File: src/rtl/mem_arb_pkg.sv
// Shared types and constants for the fetch/data memory port arbiter.
// Also holds the load-lane extraction used for aligned reads.
package mem_arb_pkg;

  typedef enum logic [1:0] {
    IDLE   = 2'd0,
    ACCESS = 2'd1,
    SPLIT  = 2'd2
  } state_t;

  localparam logic [1:0] SZ_BYTE = 2'd0;
  localparam logic [1:0] SZ_HALF = 2'd1;
  localparam logic [1:0] SZ_UNAL = 2'd2;
  localparam logic [1:0] SZ_WORD = 2'd3;

  localparam logic REQ_I = 1'b0;
  localparam logic REQ_D = 1'b1;

  localparam logic [15:0] MEM_ADDR_DEFAULT = 16'h1000;

  // Right-justify the addressed little-endian lane of an aligned read word.
  function automatic logic [31:0] load_lane(input logic [31:0] word,
                                            input logic [1:0]  off,
                                            input logic [1:0]  size);
    case (size)
      SZ_BYTE: load_lane = {24'd0, 8'(word >> {off, 3'b000})};
      SZ_HALF: load_lane = {16'd0, off[1] ? word[31:16] : word[15:0]};
      default: load_lane = word;
    endcase
  endfunction

endpackage

File: src/rtl/mem_arb_rr2.sv
// Two-input round-robin arbiter with one-hot grants (bit 0 fetch, bit 1 data).
// On a tie the requester that was not granted last wins.
module mem_arb_rr2
  import mem_arb_pkg::*;
(
  input  logic       clock,
  input  logic       reset,
  input  logic       en,
  input  logic [1:0] req,
  output logic [1:0] gnt
);

  logic last_d;

  always_comb begin
    gnt = 2'b00;
    if (en) begin
      if (req == 2'b11) gnt = last_d ? 2'b01 : 2'b10;
      else              gnt = req;
    end
  end

  always_ff @(posedge clock or posedge reset) begin
    if (reset)             last_d <= REQ_I;
    else if (gnt != 2'b00) last_d <= gnt[REQ_D];
  end

endmodule

File: src/rtl/mem_port_arbiter.sv
// Shares one async_memory port between instruction fetch and load/store.
// Registers each accepted request, drives memory for 1-2 cycles, splits unaligned word reads.
module mem_port_arbiter
  import mem_arb_pkg::*;
#(
  parameter logic [15:0] MEM_ADDR = MEM_ADDR_DEFAULT
) (
  input  logic        clock,
  input  logic        reset,
  input  logic        i_req,
  input  logic [31:0] i_addr,
  output logic        i_gnt,
  output logic        i_rvalid,
  output logic [31:0] i_rdata,
  input  logic        d_req,
  input  logic        d_we,
  input  logic [31:0] d_addr,
  input  logic [31:0] d_wdata,
  input  logic [1:0]  d_size,
  output logic        d_gnt,
  output logic        d_rvalid,
  output logic [31:0] d_rdata,
  output logic        d_err,
  output logic [31:0] mem_addr,
  output logic [31:0] mem_wdata,
  output logic [1:0]  mem_size,
  output logic        mem_we,
  output logic        mem_re,
  input  logic [31:0] mem_rdata
);

  state_t      state;
  logic [1:0]  gnt;
  logic        lat_id, lat_we, lat_err, lat_split;
  logic [1:0]  lat_size, lat_off;
  logic [31:0] lo;

  logic        d_bad, d_split, resp_now;
  logic [1:0]  d_eff_size;
  logic [31:0] resp_data;

  mem_arb_rr2 u_rr2 (
    .clock (clock),
    .reset (reset),
    .en    (state == IDLE),
    .req   ({d_req, i_req}),
    .gnt   (gnt)
  );

  assign i_gnt = gnt[REQ_I];
  assign d_gnt = gnt[REQ_D];

  always_comb begin
    d_bad = (d_size == SZ_HALF && d_addr[0])
         || (d_size == SZ_WORD && d_addr[1:0] != 2'b00)
         || (d_size == SZ_UNAL && d_we && d_addr[1:0] != 2'b00)
         || (d_we && d_addr[31:16] != MEM_ADDR);
    d_split    = !d_we && d_size == SZ_UNAL && d_addr[1:0] != 2'b00;
    // Size 2 always moves whole words on the memory side.
    d_eff_size = (d_size == SZ_UNAL) ? SZ_WORD : d_size;
    resp_now   = (state == SPLIT) || (state == ACCESS && !lat_split);
    resp_data  = (state == SPLIT) ? 32'({mem_rdata, lo} >> {lat_off, 3'b000})
                                  : load_lane(mem_rdata, lat_off, lat_size);
  end

  // NOTE: all state and registered outputs use non-blocking assignments so every
  // read in this block sees the pre-edge value regardless of statement order.
  always_ff @(posedge clock or posedge reset) begin
    if (reset) begin
      state     <= IDLE;
      lat_id    <= REQ_I;
      lat_we    <= 1'b0;
      lat_err   <= 1'b0;
      lat_split <= 1'b0;
      lat_size  <= SZ_BYTE;
      lat_off   <= 2'b00;
      lo        <= '0;
      mem_addr  <= '0;
      mem_wdata <= '0;
      mem_size  <= SZ_BYTE;
      mem_we    <= 1'b0;
      mem_re    <= 1'b0;
      i_rvalid  <= 1'b0;
      i_rdata   <= '0;
      d_rvalid  <= 1'b0;
      d_rdata   <= '0;
      d_err     <= 1'b0;
    end else begin
      i_rvalid <= 1'b0;
      d_rvalid <= 1'b0;
      d_err    <= 1'b0;
      case (state)
        IDLE: begin
          if (gnt[REQ_D]) begin
            state     <= ACCESS;
            lat_id    <= REQ_D;
            lat_we    <= d_we;
            lat_size  <= d_eff_size;
            lat_off   <= d_addr[1:0];
            lat_err   <= d_bad;
            lat_split <= d_split && !d_bad;
            mem_addr  <= d_split ? {d_addr[31:2], 2'b00} : d_addr;
            mem_wdata <= d_wdata;
            mem_size  <= d_eff_size;
            mem_we    <= d_we && !d_bad;
            mem_re    <= !d_we && !d_bad;
          end else if (gnt[REQ_I]) begin
            state     <= ACCESS;
            lat_id    <= REQ_I;
            lat_we    <= 1'b0;
            lat_size  <= SZ_WORD;
            lat_off   <= 2'b00;
            lat_err   <= 1'b0;
            lat_split <= 1'b0;
            mem_addr  <= i_addr & ~32'h3;
            mem_wdata <= '0;
            mem_size  <= SZ_WORD;
            mem_we    <= 1'b0;
            mem_re    <= 1'b1;
          end
        end
        ACCESS: begin
          if (lat_split) begin
            lo       <= mem_rdata;
            mem_addr <= mem_addr + 32'd4;
            state    <= SPLIT;
          end
        end
        default: state <= IDLE;
      endcase

      // Final memory cycle: publish the response and release the port.
      if (resp_now) begin
        state     <= IDLE;
        mem_addr  <= '0;
        mem_wdata <= '0;
        mem_size  <= SZ_BYTE;
        mem_we    <= 1'b0;
        mem_re    <= 1'b0;
        if (lat_id == REQ_D) begin
          d_rvalid <= 1'b1;
          d_err    <= lat_err;
          d_rdata  <= (lat_err || lat_we) ? '0 : resp_data;
        end else begin
          i_rvalid <= 1'b1;
          i_rdata  <= resp_data;
        end
      end
    end
  end

endmodule

File: config.mk
export PLATFORM = sky130hd
export DESIGN_NAME = mem_port_arbiter
export DESIGN_NICKNAME = d
export VERILOG_FILES = /design/src/rtl/mem_arb_pkg.sv /design/src/rtl/mem_arb_rr2.sv /design/src/rtl/mem_port_arbiter.sv
export SDC_FILE = /design/constraint.sdc
export NUM_CORES = 1
export LEC_CHECK = 0
export CAP_MARGIN = 20
export CELL_PAD_IN_SITES_DETAIL_PLACEMENT = 0
export CELL_PAD_IN_SITES_GLOBAL_PLACEMENT = 1
export CORE_ASPECT_RATIO = 0.75
export CORE_MARGIN = 2
export CORE_UTILIZATION = 37
export CTS_CLUSTER_DIAMETER = 40
export DETAILED_ROUTE_END_ITERATION = 7
export GPL_ROUTABILITY_DRIVEN = 0
export GPL_TIMING_DRIVEN = 0
export PLACE_DENSITY_LB_ADDON = 0.1
export SYNTH_ARGS = -nofsm -noshare
export SYNTH_HDL_FRONTEND = slang
export SYNTH_SLANG_ARGS = --single-unit
File: constraint.sdc
create_clock -name clock -period 7.8 [get_ports clock]
set_input_delay 1.56 -clock clock [delete_from_list [all_inputs] [get_ports clock]]
set_output_delay 1.56 -clock clock [all_outputs]
set_load 0.02 [all_outputs]
After elaboration in Yosys (flattened, before gate mapping)
Cells that the tools add are included.
Operators by class
  add/subtract/negate cells: 1
  $mul: 0
  divide/modulo/power cells: 0
  magnitude comparators: 0
  eq/ne operators: 10
  shift operators: 2
  mux-type cells: 47
  bitwise operators: 1
  reduce and logical (&&, ||, !) cells: 33
Operators by type and width (number)
  32-bit 2-to-1 mux: 10
  32-bit case mux with 2 select lines: 2
  64-bit by 5-bit right shift with 32-bit output: 1
  32-bit by 3-bit adder with 32-bit output, second input constant: 1
  32-bit by 5-bit right shift with 8-bit output: 1
  2-bit 2-to-1 mux: 15
  1-bit 2-to-1 mux: 18
  16-bit 2-to-1 mux: 1
  16-bit by 13-bit != test with 1-bit output, second input constant: 1
  2-bit AND reduction: 6
  1-bit logical AND: 11
  2-bit equality test, second input constant: 4
  2-bit by 1-bit equality test with 1-bit output, second input constant: 3
  2-bit nonzero test: 3
  3-bit nonzero test: 2
  1-bit logical OR: 5
  2-bit zero test: 2
  4-bit != test, second input constant: 1
  2-bit case mux with 2 select lines: 1
  1-bit zero test: 3
  3-bit != test, second input constant: 1
  3-bit AND reduction: 1
  1-bit inverter: 1
Storage, ports and cells
  flip-flop bits (word level): 178
  bits in latches: 0
  bits in writable memories: 0
  ROM bits: 0
  output and inout bits: 137
  logic and storage cells: 113
  memories kept: 0

Depth between registers and ports, before layout
  depth in word-level cells: 10
  depth in mapped cells: 9
  depth with buffers taken out: 6

By module
A second synthesis with hierarchy kept.
Unflattened totals
  cells, all modules: 960
  area total of the unflattened synthesis: 9240.1 µm²
Modules (own cells, without submodules)
  mem_port_arbiter: instances 1, cells each 951, area an instance 9175.0 µm²
  mem_arb_rr2: instances 1, cells each 9, area an instance 65.1 µm²

Worst setup path after synthesis
OpenSTA, ideal clock, no wires.
  path type: input to output
  from: input port i_req
  to: output port d_gnt
  arrival: 2.482 ns
  setup slack: 3.758 ns
  stages: 5
  path buffers: 2
  cells stage by stage: a211oi_4 nand2_4 clkinv_2 buf_2 buf_2
On the way
  cells in the longest elaborated chain, start to end: 3
RTL lines
  start, declared: line mem_port_arbiter.sv:10  | input logic i_req,
  2-bit equality test: line mem_arb_rr2.sv:18  | if (req == 2'b11) gnt = last_d ? 2'b01 : 2'b10;
  2-bit 2-to-1 mux: line mem_arb_rr2.sv:18
  2-bit 2-to-1 mux: line mem_arb_rr2.sv:17  | if (en) begin
  end, declared: line mem_port_arbiter.sv:20  | output logic d_gnt,
Every way passes these cells.

Worst setup path in the final report
Ends and elaborated chain as after synthesis.

==> results.sh <==
export IMPL_cap_violations=0
export IMPL_tightest_slew_ns=0.887
export IMPL_min_period_over_period_pct=71.9
export IMPL_drt_iter0_markers=677
export IMPL_yosys_area_top_type="dfrtp_1"
export IMPL_min_period_ns=5.61
export IMPL_yosysMostFrequentCell="dfrtp_1"
export IMPL_max_slew_margin_pct=40.8
export IMPL_cts_tree="yes"
export IMPL_initial_utilization_pct=37.6
export IMPL_synth_ff_type="dfrtp_1"
export IMPL_postCtsHoldBufs=0
export IMPL_syn_num_nets=1014
export IMPL_yosysWarnings=0
export IMPL_cp_end_kind="primary output"
export IMPL_startpoint_type="input port"
export IMPL_cts_resized=0
export IMPL_dr_pass1_iters=5
export IMPL_p_per_area_mw_per_mm2=320
export IMPL_grt_pass1_vias=8488
export IMPL_cts_root_buf="clkbuf_16"
export IMPL_grt_pass1_wl_um=52300
export IMPL_fmax_mhz=178
export IMPL_seq_area_frac_synth_pct=47.5
export IMPL_clock_latency_ns=0.44
export IMPL_cts_sinks=178
export IMPL_crit_type="in2out"
export IMPL_n_antenna_cell=0
export IMPL_cts_reportedPaths_clkPinSlew_ns=0.07
export IMPL_final_max_slew_viol_count=0
export IMPL_hp_class="reg2reg"
export IMPL_worst_path_buf_inv=5
export IMPL_synth_edff_count=0
export IMPL_crit_family="buffers and inverters"
export IMPL_synth_area_mux_share_pct=15.0
export IMPL_syn_inst=878
export IMPL_die_area_mm2=0.0267
export IMPL_yosys_area_share_xor_xnor_pct=0.0934
export IMPL_drive_above_1_share_pct=15.0
export IMPL_crit_fanout=10
export IMPL_required_ns=6.24
export IMPL_coreArea_mm2=0.0250
export IMPL_synth_area_top_cells="dfrtp_1, mux4_2, mux2_2"
export IMPL_rsz0062_at_grt="no"
export IMPL_fin_cells=1517
export IMPL_ant_nets=0
export IMPL_p_leak_nw=5.50
export IMPL_place_ws_ns=2.20
export IMPL_synth_distinct_cells=69
export IMPL_finalWirelength_um=34200
export IMPL_synth_top_family_by_area="compound AO/OA/AOI/OAI gates"
export IMPL_synth_compound_area_share_pct=18.8
export IMPL_slowest_stage="clkdlybuf4s50_1"
export IMPL_fin_util_pct=52.7
export IMPL_synth_area_mm2=0.00938
export IMPL_cts_buffers=17
export IMPL_clockBufferDepth=2
export IMPL_rows=50
export IMPL_overflow=0
export IMPL_fp_dieH_um=142
export IMPL_skew_ns=0.0101
export IMPL_top_level_ports=272
export IMPL_worst_slack_ns=2.19
export IMPL_grt_max_degree=94
export IMPL_die_w_um=188
export IMPL_hold_violations=0
export IMPL_worst_ep_arrival_time_ns=4.05
export IMPL_nNetsFinal=1303
export IMPL_status="finished, final reports clean"
export IMPL_area_growth_pct=40.2
export IMPL_dp_cells=1486
export IMPL_antenna_found_initial=0
export IMPL_synth_adder_area_share_pct=0.133
export IMPL_irDropWorstVdd_mv=0.212
export IMPL_grtUsageTotal_pct=25.9
export IMPL_setup_violations=0
export IMPL_post_cts_buffers=0
export IMPL_ys_seq_elements=178
export IMPL_avgSynthCellArea_um2=10.7
export IMPL_port_buffers=268
export IMPL_yosys_top_cells_count="dfrtp_1, nand2_1, o21ai_0"
export IMPL_synth_async_reset_ratio_pct=100
export IMPL_slowest_delay_ns=0.65
export IMPL_vias=8601
export IMPL_cp_cell_sequence="clkdlybuf4s50_1 -> a211oi_4 -> nand2_4 -> clkinv_2 -> buf_2 -> buf_2 -> clkdlybuf4s50_1"
export IMPL_htreeDepth=4
export IMPL_synthSimpleGateAreaFrac_pct=14.2
export IMPL_hpwl_um=25000
export IMPL_wire_per_inst_um=22.6
export IMPL_whs_ns=0.483
export IMPL_vias_per_cell=5.67
export IMPL_drcViolationCount=0
export IMPL_synth_top_area_share_pct=47.5
-- report_power, final --
group	leakage, nW	switching [mW]	internal (mW)
registers	2.27	0.272	1.23
clock network	0.300	0.399	0.542
logic	2.92	0.885	0.871
total	5.50	1.56	2.65
-- kinds of logic after synthesis --
group,Yosys count
adder cells (fa/ha/maj),1
AND/OR/NAND/NOR,265
XOR/XNOR,1
flip-flops,178
AO/OA/AOI/OAI,255
multiplexers,92
buffers and inverters,86
-- metal layers --
metal  part of all wire (%)  global-route usage, %  vias to the layer above
met5                   0.29                   2.75                        -
met1                     48                   39.3                     4260
met3                    9.9                   8.38                       25
li1                       -                      -                     3883
met2                     41                   35.4                      431
met4                   0.89                   5.18                        2
-- cell usage in the layout, fill, tap and decap left out, types with 7 or more instances in the layout --
cell type and count:
mux2i_1 12, nor4_1 10, o21ai_0 59, mux2_2 45, a211oi_1 7, and3_1 24
nand4_1 9, a221oi_1 11, dfrtp_1 178, clkdlybuf4s50_1 268, inv_1 19, a211o_1 7
a22o_1 57, nand3_1 17, a21oi_1 50, o21ai_1 12, mux4_2 34, clkbuf_1 19
nor2_1 48, nor3_1 7, buf_2 34, nand2_1 114, clkbuf_16 17
-- worst min-delay path: stages, from the launching register on --
cell     delay (ns)
dfrtp_1        0.35
nand2_1        0.05
o21ai_0        0.06
-- per-stage QoR --
step | area (um^2) | TNS, ns | total power, mW
final | 13200 | 0 | 4.20
after detailed placement | 12500 | 0 | 3.27
after floorplan | 9380 | 0 | 2.44
after global routing | 13200 | 0 | 4.43
after CTS | 13200 | 0 | 4.22
after global placement | 12500 | -260.36 | 3.25
-- layout make-up --
type,instances,area [um^2]
Inverter,22,91.3
Multi-Input combinational cell,614,4530
Tap cell,338,423
Fill cell,2232,11800
Timing Repair Buffer,270,2720
Clock buffer,18,429
Buffer,64,314
Sequential cell,178,4450
Clock inverter,13,199
-- registers in the layout (all words and copies together), names as in the netlist, 2 cells and up --
signal / cells
d_rdata: 32
i_rdata: 32
lat_off: 2
lat_size: 2
lo: 32
mem_addr: 32
mem_size: 2
mem_wdata: 32
state: 2
-- final timing paths --
check | from | to | slack, ns | depth (start not counted)
worst min register to register | d_rdata[25] | d_rdata[25] | 0.48 | 2
max in group asynchronous | reset | i_rdata[13] | 5.29 | 3
worst max-delay path | i_req | d_gnt | 2.19 | 7
worst max register to register | lat_off[1] | i_rdata[16] | 5.42 | 5
worst min-delay path | d_rdata[25] | d_rdata[25] | 0.48 | 2
min in group asynchronous | reset | mem_addr[3] | 1.62 | 2
(Power assumes the default switching activity.)
